===== src/rtl/spn_pkg.sv =====
// Shared encodings for the SPN host driver and its paired cipher unit (CU).
package spn_pkg;

    localparam int TIMEOUT_CYCLES_DEF = 8;

    typedef enum logic [1:0] {
        OP_NONE = 2'b00,
        OP_ENC  = 2'b01,
        OP_DEC  = 2'b10,
        OP_ILL  = 2'b11
    } op_t;

    typedef enum logic [1:0] {
        ST_TIMEOUT = 2'b00,
        ST_ENC_OK  = 2'b01,
        ST_DEC_OK  = 2'b10,
        ST_ERROR   = 2'b11
    } status_t;

    typedef enum logic [1:0] {
        S_IDLE,
        S_ISSUE,
        S_WAIT,
        S_RESP
    } state_t;

    function automatic logic op_legal(input logic [1:0] op);
        return (op == OP_ENC) || (op == OP_DEC);
    endfunction

endpackage


===== src/rtl/spn_host_driver.sv =====
// Host-side request/response driver for the SPN cipher unit: issues one
// operation at a time, waits for the CU with a timeout, and holds the result.
module spn_host_driver
    import spn_pkg::*;
#(
    parameter int TIMEOUT_CYCLES = TIMEOUT_CYCLES_DEF
) (
    input  logic        clk,
    input  logic        reset,
    input  logic        req_valid,
    output logic        req_ready,
    input  logic [1:0]  req_op,
    input  logic [15:0] req_data,
    input  logic        key_load,
    input  logic [31:0] key_in,
    output logic        rsp_valid,
    input  logic        rsp_ready,
    output logic [15:0] rsp_data,
    output logic [1:0]  rsp_status,
    output logic [1:0]  cu_opcode,
    output logic [15:0] cu_data_in,
    output logic [31:0] cu_secret_key,
    input  logic [15:0] cu_data_out,
    input  logic [1:0]  cu_valid,
    output logic [15:0] done_count,
    output logic [7:0]  err_count
);

    state_t      state;
    logic [1:0]  op_q;
    logic [15:0] data_q;
    logic [31:0] key_q;
    logic [15:0] rsp_data_q;
    logic [1:0]  status_q;
    logic [7:0]  tmo_cnt;
    logic [1:0]  opcode_q;

    assign req_ready     = (state == S_IDLE);
    assign rsp_valid     = (state == S_RESP);
    assign rsp_data      = rsp_data_q;
    assign rsp_status    = status_q;
    assign cu_opcode     = opcode_q;
    assign cu_data_in    = data_q;
    assign cu_secret_key = key_q;

    always_ff @(posedge clk) begin
        if (reset) begin
            state      <= S_IDLE;
            op_q       <= OP_NONE;
            data_q     <= '0;
            key_q      <= '0;
            rsp_data_q <= '0;
            status_q   <= ST_TIMEOUT;
            tmo_cnt    <= '0;
            opcode_q   <= OP_NONE;
            done_count <= '0;
            err_count  <= '0;
        end else begin
            // The opcode is a one-cycle pulse, only ever raised on entry to ISSUE.
            opcode_q <= OP_NONE;
            unique case (state)
                S_IDLE: begin
                    if (key_load)
                        key_q <= key_in;
                    if (req_valid) begin
                        op_q   <= req_op;
                        data_q <= req_data;
                        if (op_legal(req_op)) begin
                            state    <= S_ISSUE;
                            opcode_q <= req_op;
                        end else begin
                            state      <= S_RESP;
                            status_q   <= ST_ERROR;
                            rsp_data_q <= '0;
                        end
                    end
                end
                S_ISSUE: begin
                    state   <= S_WAIT;
                    tmo_cnt <= '0;
                end
                S_WAIT: begin
                    if (cu_valid == OP_NONE) begin
                        // Counter value N means N+1 idle WAIT cycles so far.
                        if (tmo_cnt == 8'(TIMEOUT_CYCLES - 1)) begin
                            state      <= S_RESP;
                            status_q   <= ST_TIMEOUT;
                            rsp_data_q <= '0;
                        end else begin
                            tmo_cnt <= tmo_cnt + 8'd1;
                        end
                    end else begin
                        state <= S_RESP;
                        if (cu_valid == op_q) begin
                            status_q   <= cu_valid;
                            rsp_data_q <= cu_data_out;
                        end else begin
                            status_q   <= ST_ERROR;
                            rsp_data_q <= '0;
                        end
                    end
                end
                S_RESP: begin
                    if (rsp_ready) begin
                        state <= S_IDLE;
                        if (status_q == ST_ENC_OK || status_q == ST_DEC_OK)
                            done_count <= done_count + 16'd1;
                        else if (err_count != 8'hFF)
                            err_count <= err_count + 8'd1;
                    end
                end
                default: state <= S_IDLE;
            endcase
        end
    end

endmodule


===== config.mk =====
export PLATFORM = sky130hd
export DESIGN_NAME = spn_host_driver
export DESIGN_NICKNAME = d
export VERILOG_FILES = /design/src/rtl/spn_pkg.sv /design/src/rtl/spn_host_driver.sv
export SDC_FILE = /design/constraint.sdc
export NUM_CORES = 1
export LEC_CHECK = 0
export BUFFER_PORTS_ARGS = -buffer_cell sky130_fd_sc_hd__buf_2
export CORE_ASPECT_RATIO = 0.9
export CORE_UTILIZATION = 30
export DETAILED_ROUTE_END_ITERATION = 8
export PLACE_DENSITY = 0.6
export SYNTH_ARGS = -nofsm -noshare
export SYNTH_HDL_FRONTEND = slang
export SYNTH_SLANG_ARGS = --single-unit

===== constraint.sdc =====
create_clock -name clk -period 3.6 [get_ports clk]
set_input_delay 0.18 -clock clk [delete_from_list [all_inputs] [get_ports clk]]
set_output_delay 0.18 -clock clk [all_outputs]
set_load 0.02 [all_outputs]

==> run metrics, run 1 <==
switching share of power=0.345; sequential share of the synthesized area=0.480; Fillers=1,456; Antenna Cells=0; Post-synth EDFFs=0; Rows=41; worst skew pair latency=approximately 350 ps; Routed WL=11,000 um; Post-Syn Instances=516; routed via count=4,026; Final TNS setup=0 ps; CTS hold repair buffers=0; Leakage=0.00240 uW; wire per inst=approximately 13 um; Crit Path Max Fanout=21; H-tree depth=3; vias in the first global route=3,787; syn_nets=596; critical path's top delay family=simple AND/OR/NAND/NOR gates; Netlist Area Pre-Place=4340 um2; fmax=426 MHz; Reg clk slew, reported paths=roughly 70 ps; most frequent cells after synthesis=nand2_1, dfxtp_1, a21oi_1; worst path arrival time=approximately 2600 ps; # clock sinks=104; CP Buf/Inv Count=2; Via density=4.64; Logic pwr share=0.287; clk_skew=10.2 ps; IO Count=167; sequential cell area=2080 um2; startpoint types=flop; Int Pwr=2170 uW; pin slew with the least headroom to its limit=1100 ps; Hold Path Class=input port to flop; number of synthesized register bits=104; Multi-input gate area=approximately 2100 um2; Critical Path RT=3870 ps; Die Wd=129 um; drt pass-1 iters=4; Synth cell types=49; CTS max path bufs=2; fin nets=749; GRT Overall Usage=0.148; Final Hold Viols=0; Iter 0 DRT Violations=around 170; die height=approximately 120 um; Final setup viols=0; Tcrit/Tclk final=0.653; initial antenna violation count=1; clock power share=0.306; P_sw=1140 uW; synthesized area per cell=8.41 um2; Crit-path slowest cell=nand2_1; hpwl dp=about 7900 um; Clock Tree Root=clkbuf_16; P per Cell Area=590 nW/um2; Area Overhead vs Synth=29.7%; number of max-cap violations=0; RSZ-0062 raised after global routing=false; gr ovfl total=0; Post-CTS Setup Repair Bufs=0; Initial Util=0.309; Tmin final=2350 ps; total die area=14,900 um2; top-area cell type share of the netlist area=0.480; number of antenna-violating nets in the routed design=0; Critical Path, Cell by Cell=inv_1 > ha_1 > nand2_1 > o22ai_1 > and2_1 > buf_4 > mux2i_1; Synth Flop Type=dfxtp_1; Rel. slew slack=0.268; # DRC=0; Reg power frac=0.406; layout cells sized above 1=0.282; top post-synthesis cells by area=dfxtp_1, nand2_1, a21oi_1, mux2i_1, nand2b_1; total power=3320 uW; status=completed; delay of the slowest critical-path stage=460 ps; largest net degree at the start of global routing=61; maximum VDD drop=around 0.00026 V; CP Class=flop to flop; TritonCTS Buffers=9; ys async rst share=0; Crit. End Element=flop; CTS tree=built; top-count cell post-synth=nand2_1; CTS resizes=0; Port Buffer Count=166; Core Util, Final=0.400; area leader, netlist=dfxtp_1; global-route wire length before repair=17,300 um; Max Slew Vio Count=0; Core Box Area=14,100 um2; synth warn=0; gp weighted congestion=0.797
-- stage by stage --
step | instances | cell area, um2 | setup WS (ps) | hold WS [ps]
floorplan | 516 | 4340 | 1590 | 257
global placement | 851 | 5320 | 1400 | 412
detailed placement | 851 | 5320 | 1240 | 421
CTS | 867 | 5630 | 1210 | 44.1
global route | 867 | 5630 | 977 | 47.4
finish | 867 | 5630 | 1250 | 59.7
-- flip-flops by register name, indices dropped and copies added, names as in the netlist --
register,cells
rsp_status,2
rsp_data,16
err_count,8
cu_data_in,16
tmo_cnt,8
op_q,2
cu_opcode,2
cu_secret_key,32
done_count,16
state,2
-- power groups by stage --
stage               sequential, uW  clock, uW  combinational (uW)
floorplan                     1490          0                 562
global placement              1370          0                 936
detailed placement            1370          0                 958
CTS                           1350       1060                 958
global route                  1360       1100                1050
finish                        1350       1020                 954
-- cell type report --
class                           instances  share of cell area
Timing Repair Buffer                  169               0.152
Tap cell                              193              0.0429
Multi-Input combinational cell        374               0.373
Inverter                               11             0.00734
Sequential cell                       104               0.370
Clock inverter                          4             0.00934
Clock buffer                           12              0.0456
-- layout by cell type (no fill, tap or decap), drive strengths merged, types with 10 or more instances in the layout --
cell type / netlist / final
a21oi: 63 / 63
buf: 5 / 169
clkbuf: 22 / 12
dfxtp: 104 / 104
inv: 11 / 11
mux2i: 18 / 18
nand2: 129 / 129
nand2b: 20 / 20
nand3: 12 / 12
nor2: 22 / 22
o21ai: 15 / 15
xor2: 10 / 10
-- worst min-delay path: stages --
cell and delay [ps]:
buf_2 90, nand2_1 50, a21oi_1 50
-- per-layer routing --
metal | up-vias | routed length (um) | global-route usage | share of wire
li1 | 2065 | - | - | -
met3 | 12 | 744 | 0.0527 | 0.068
met2 | 127 | 5100 | 0.250 | 0.46
met4 | 2 | 163 | 0.0541 | 0.015
met1 | 1820 | 4970 | 0.173 | 0.45
met5 | - | 10 | 0 | 0.00091
-- kinds of logic (layout without fill, tap and decap cells) --
group | count (synthesis) | in the layout | share of synthesized area
xor gates and xnor gates | 14 | 14 | 0.0283
AOI/OAI and AO/OA | 104 | 104 | 0.143
buffers and inverters | 38 | 196 | 0.0378
DFF | 104 | 104 | 0.480
adders and majority gates | 7 | 7 | 0.0202
muxes | 19 | 19 | 0.0441
and+or+nand+nor | 230 | 230 | 0.247
-- worst paths after layout --
path / from / endpoint / slack (ps) / depth (start not counted)
worst min register to register: cu_secret_key[25] / cu_secret_key[25] / 450 / 2
worst min-delay path: key_in[25] / cu_secret_key[25] / 60 / 3
worst max register to register: state[0] / rsp_data[1] / 1250 / 7
worst max-delay path: state[0] / rsp_data[1] / 1250 / 7
Note: power is estimated with default switching activity, not from simulation.
==> inputs of run 2 (changes only) <==
- clock period: 3.6 -> 2.3 ns (I/O delays scaled with it)
==> run metrics, run 2 (synthesis results as in run 1) <==
wire per inst=12.9 um (+1.6%); drt pass-1 iters=4 (unchanged); Initial Util=0.309 (unchanged); Crit Path Max Fanout=9 (-57%); fmax=496 MHz (+16%); layout cells sized above 1=0.267 (-0.0148); startpoint types=flop; Clock Tree Root=clkbuf_16; max reg flops=32 (unchanged); worst path arrival time=2290 ps (-330 ps); Routed WL=11,900 um (+8.2%); Via density=4.64 (about the same); Final setup viols=0 (unchanged); global-route wire length before repair=18,700 um (+7.7%); RSZ-0062 raised after global routing=false; TritonCTS Buffers=9 (unchanged); Port Buffer Count=166 (unchanged); die height=116 um (unchanged); Tcrit/Tclk final=0.877 (+0.225); gp weighted congestion=0.787 (-1.3%); total die area=14,900 um2 (unchanged); Hold Path Class=input port to flop; maximum VDD drop=0.000619 V (+140%); met1 WL=5350 um (+7.6%); routed via count=4,282 (+6.4%); delay of the slowest critical-path stage=530 ps (+70 ps); Antenna Cells=0 (unchanged); P per Cell Area=863 nW/um2 (+46%); Leakage=0.00265 uW (+10%); Final Hold Viols=0 (unchanged); Critical Path RT=2570 ps (-1300 ps); Rel. slew slack=0.555 (+0.287); largest net degree at the start of global routing=58 (-4.9%); Top Metal Used=met5; Area after DPL=5360 um2 (+0.85%); Post-CTS Setup Repair Bufs=0 (unchanged); Reg clk slew, reported paths=70 ps (about the same); met2 wire length=5650 um (+11%); hpwl dp=7760 um (-2.0%); CTS tree=built; status=completed; fin nets=807 (+7.7%); H-tree depth=3 (unchanged); Crit. End Element=flop; gr ovfl total=0 (unchanged); Die Wd=129 um (unchanged); commonest cells after routing, fill and taps aside=buf_2, nand2_1, dfxtp_1; Area Overhead vs Synth=42.7%; IO Count=167 (unchanged); number of max-cap violations=0 (unchanged); Fillers=1,399 (-3.9%); GRT Overall Usage=0.158 (+0.00995); # clock sinks=104 (unchanged); Final TNS setup=0 ps (unchanged); most common cell after layout, fill and taps aside=buf_2; Cells after DPL=857 (+0.71%); total power=5350 uW (+61%); # DRC=0 (unchanged); Core Util, Final=0.441 (+0.0402); Final Cell Area=6190 um2 (+10%); CP Class=flop to flop; CTS resizes=0 (unchanged); Critical Path, Cell by Cell=ha_1 > nand2_1 > or3_1 > or4_1 > a21oi_1; pin slew with the least headroom to its limit=668 ps (-427 ps); worst skew pair latency=340 ps (about the same); Rows=41 (unchanged); Iter 0 DRT Violations=142 (-15%); CTS max path bufs=2 (unchanged); metal3 WL=718 um (-3.5%); vias in the first global route=4,095 (+8.1%); Final Non-Filler Cells=923 (+6.5%); initial antenna violation count=1 (unchanged); number of antenna-violating nets in the routed design=0 (unchanged); Crit-path slowest cell=or4_1; Tmin final=2020 ps (-332 ps); Max Slew Vio Count=0 (unchanged); clk_skew=3.36 ps (-6.82 ps); Core Box Area=14,100 um2 (unchanged)
-- run 2: path summary, 6_finish.rpt --
path                            cells past startpoint              start           endpoint  slack (ps)
worst min-delay path                                3     cu_data_out[2]        rsp_data[2]          20
worst max register to register                      5           state[1]     done_count[15]         280
worst max-delay path                                5           state[1]     done_count[15]         280
worst min register to register                      2  cu_secret_key[14]  cu_secret_key[14]         450
-- run 2: per-stage QoR --
stage                     hold slack [ps]  setup WS [ps]
after floorplan                       192            289
after global placement                336            362
after detailed placement              339            311
after CTS                          0.0669            306
after global routing                0.873            170
final                                16.2            282
-- run 2: repair_timing --
action,4_1_cts,5_1_grt
hold buffers,50,2
hold endpoints to repair,50,2
setup endpoints to repair,0,0
-- run 2: power breakdown --
group	switching [uW]	internal, uW	leakage, uW
Clock	659	968	0.000154
Combinational	1020	599	0.00165
Sequential	112	1990	0.000845
-- run 2: critical path, delay by kind of cell, from the launching register on --
family	cells	cell delay, ps
compound gates	1	140
fa+ha+maj	1	220
flops	1	350
simple gates	3	1230
-- run 2: routing by layer --
layer  vias up  global-route usage
met2       121               0.274
met1      1959               0.181
met4         2              0.0549
met5         -                   0
met3        13              0.0550
li1       2187                   -
-- run 2: final cells by class --
class	instances	area, um2	share of cell area
clock inverter	4	70.1	0.0113
multi-input combinational	374	2100	0.339
tap	193	241	0.0390
sequential	104	2080	0.336
timing repair buffer	227	1420	0.229
clock buffer	10	239	0.0386
inverter	11	41.3	0.00667
==> inputs of run 3 (changes only) <==
- CORE_UTILIZATION: 30 -> 49
- PLACE_DENSITY: 0.6 -> 0.87
==> run metrics, run 3 (synthesis results as in run 1) <==
status=completed; Clock Tree Root=clkbuf_8; Rows=32 (-22%); gp weighted congestion=0.834 (+5.9%); Cells after DPL=783 (-8.6%); Crit Path Max Fanout=9 (unchanged); routed via count=4,474 (+4.5%); CTS tree=built; fmax=497 MHz (+0.34%); Tcrit/Tclk final=0.874 (-0.00294); drt pass-1 iters=5 (+1); # clock sinks=104 (unchanged); # DRC=0 (unchanged); most common cell after layout, fill and taps aside=buf_2; RR Startpoint=state[1]; P per Cell Area=796 nW/um2 (-7.8%); fin nets=817 (+1.2%); pin slew with the least headroom to its limit=623 ps (-44.5 ps); commonest cells after routing, fill and taps aside=buf_2, nand2_1, dfxtp_1; Leakage=0.00263 uW (-0.72%); Crit. End Element=flop; IO Count=167 (unchanged); Initial Util=0.506 (+0.198); Area Overhead vs Synth=40.4%; hpwl dp=7380 um (-5.0%); layout cells sized above 1=0.262 (-0.00531); total die area=9240 um2 (-38%); H-tree depth=3 (unchanged); Port Buffer Count=166 (unchanged); Fillers=641 (-54%); reg2reg end=done_count[15]; initial antenna violation count=1 (unchanged); Hold Slack=18.7 ps (+2.51 ps); RSZ-0062 raised after global routing=false; number of max-cap violations=0 (unchanged); Final Hold Viols=0 (unchanged); startpoint types=flop; total power=4850 uW (-9.3%); largest net degree at the start of global routing=68 (+17%); worst path arrival time=2290 ps (about the same); global-route wire length before repair=19,600 um (+5.1%); Critical Path RT=2580 ps (about the same); Multi-input gate area=2100 um2 (unchanged); Rel. slew slack=0.584 (+0.0297); Hold Path Class=input port to flop; end of the critical path=done_count[15]; Tmin final=2010 ps (-6.77 ps); Crit-path slowest cell=or4_1; vias in the first global route=4,334 (+5.8%); Critical Path, Cell by Cell=ha_1 > nand2_1 > or3_1 > or4_1 > a21oi_1; wire per inst=13.8 um (+6.9%); R2R depth=5 (unchanged); Final Non-Filler Cells=861 (-6.7%); Via density=5.20 (+12%); hold path startpoint=req_data[9]; Final TNS setup=0 ps (unchanged); CP Class=flop to flop; worst skew pair latency=350 ps (about the same); CTS resizes=0 (unchanged); Reg2Reg Setup Slack=290 ps (about the same); delay of the slowest critical-path stage=530 ps (about the same); max reg flops=32 (unchanged); Core Box Area=8570 um2 (-39%); Reg clk slew, reported paths=90 ps (+20 ps); Routed WL=11,900 um (-0.28%); GRT Overall Usage=0.263 (+0.105); gr ovfl total=0 (unchanged); Max Slew Vio Count=0 (unchanged); number of antenna-violating nets in the routed design=0 (unchanged); CTS max path bufs=2 (unchanged); maximum VDD drop=0.000453 V (-27%); Die Wd=101 um (-21%); die height=91.3 um (-21%); clk_skew=14.7 ps (+11.3 ps); critical path launch point=state[1]; Iter 0 DRT Violations=231 (+63%); TritonCTS Buffers=9 (unchanged); sequential cell area=2080 um2 (unchanged); Final setup viols=0 (unchanged)
run 3: cell count changes in the layout (fill, tap and decap cells not counted), sizes merged:
cell         delta
clkbuf          +1
diode           +1
clkinv          -1
dlygate4sd3    +10
bufinv          -1
clkinvlp        +1
inv             +1
run 3: where the power goes:
group	switching, uW	total [uW]	internal, uW
Sequential	120	2110	1990
Clock	576	1080	505
Combinational	1030	1660	630
Total	1730	4850	3120
run 3: worst min path at each step:
| stage | to | slack [ps] | depth (start not counted) |
|---|---|---|---|
| after CTS | rsp_data[11] | 2 | 3 |
| after global placement | cu_opcode[0] | 330 | 2 |
| after detailed placement | cu_opcode[0] | 350 | 2 |
| after global routing | cu_secret_key[10] | 3 | 3 |
| final | cu_data_in[9] | 20 | 3 |
| after floorplan | cu_opcode[0] | 190 | 1 |
run 3: metal layers:
layer,GRT usage,vias to the layer above,part of all wire
li1,-,2206,-
met1,0.312,2069,0.41
met2,0.454,178,0.50
met3,0.0770,21,0.068
met4,0.0785,0,0.019
met5,0,-,0
run 3: final cells by class:
type | instances | area share
clock inverter | 4 | 0.00903
clock buffer | 11 | 0.0216
sequential | 104 | 0.342
timing repair buffer | 237 | 0.251
inverter | 11 | 0.00678
tap | 119 | 0.0244
multi-input combinational | 374 | 0.345
antenna | 1 | 0.000411
run 3: per-stage QoR:
step,cell area [um2],setup WS [ps],util
floorplan,4340,289,-
global placement,5280,384,0.617
detailed placement,5280,322,0.617
CTS,6070,295,0.709
global route,6090,146,0.711
finish,6090,289,0.711
run 3: what timing repair did:
| item | in CTS | in global routing |
|---|---|---|
| hold endpoints to repair | 60 | 2 |
| buffers inserted | 0 | 0 |
| hold buffers | 60 | 2 |
run 3: worst max-delay path, delay by kind of cell (launching register included):
family | cells | cell delay, ps
compound gates | 1 | 140
fa+ha+maj | 1 | 240
flops | 1 | 380
simple gates | 3 | 1200
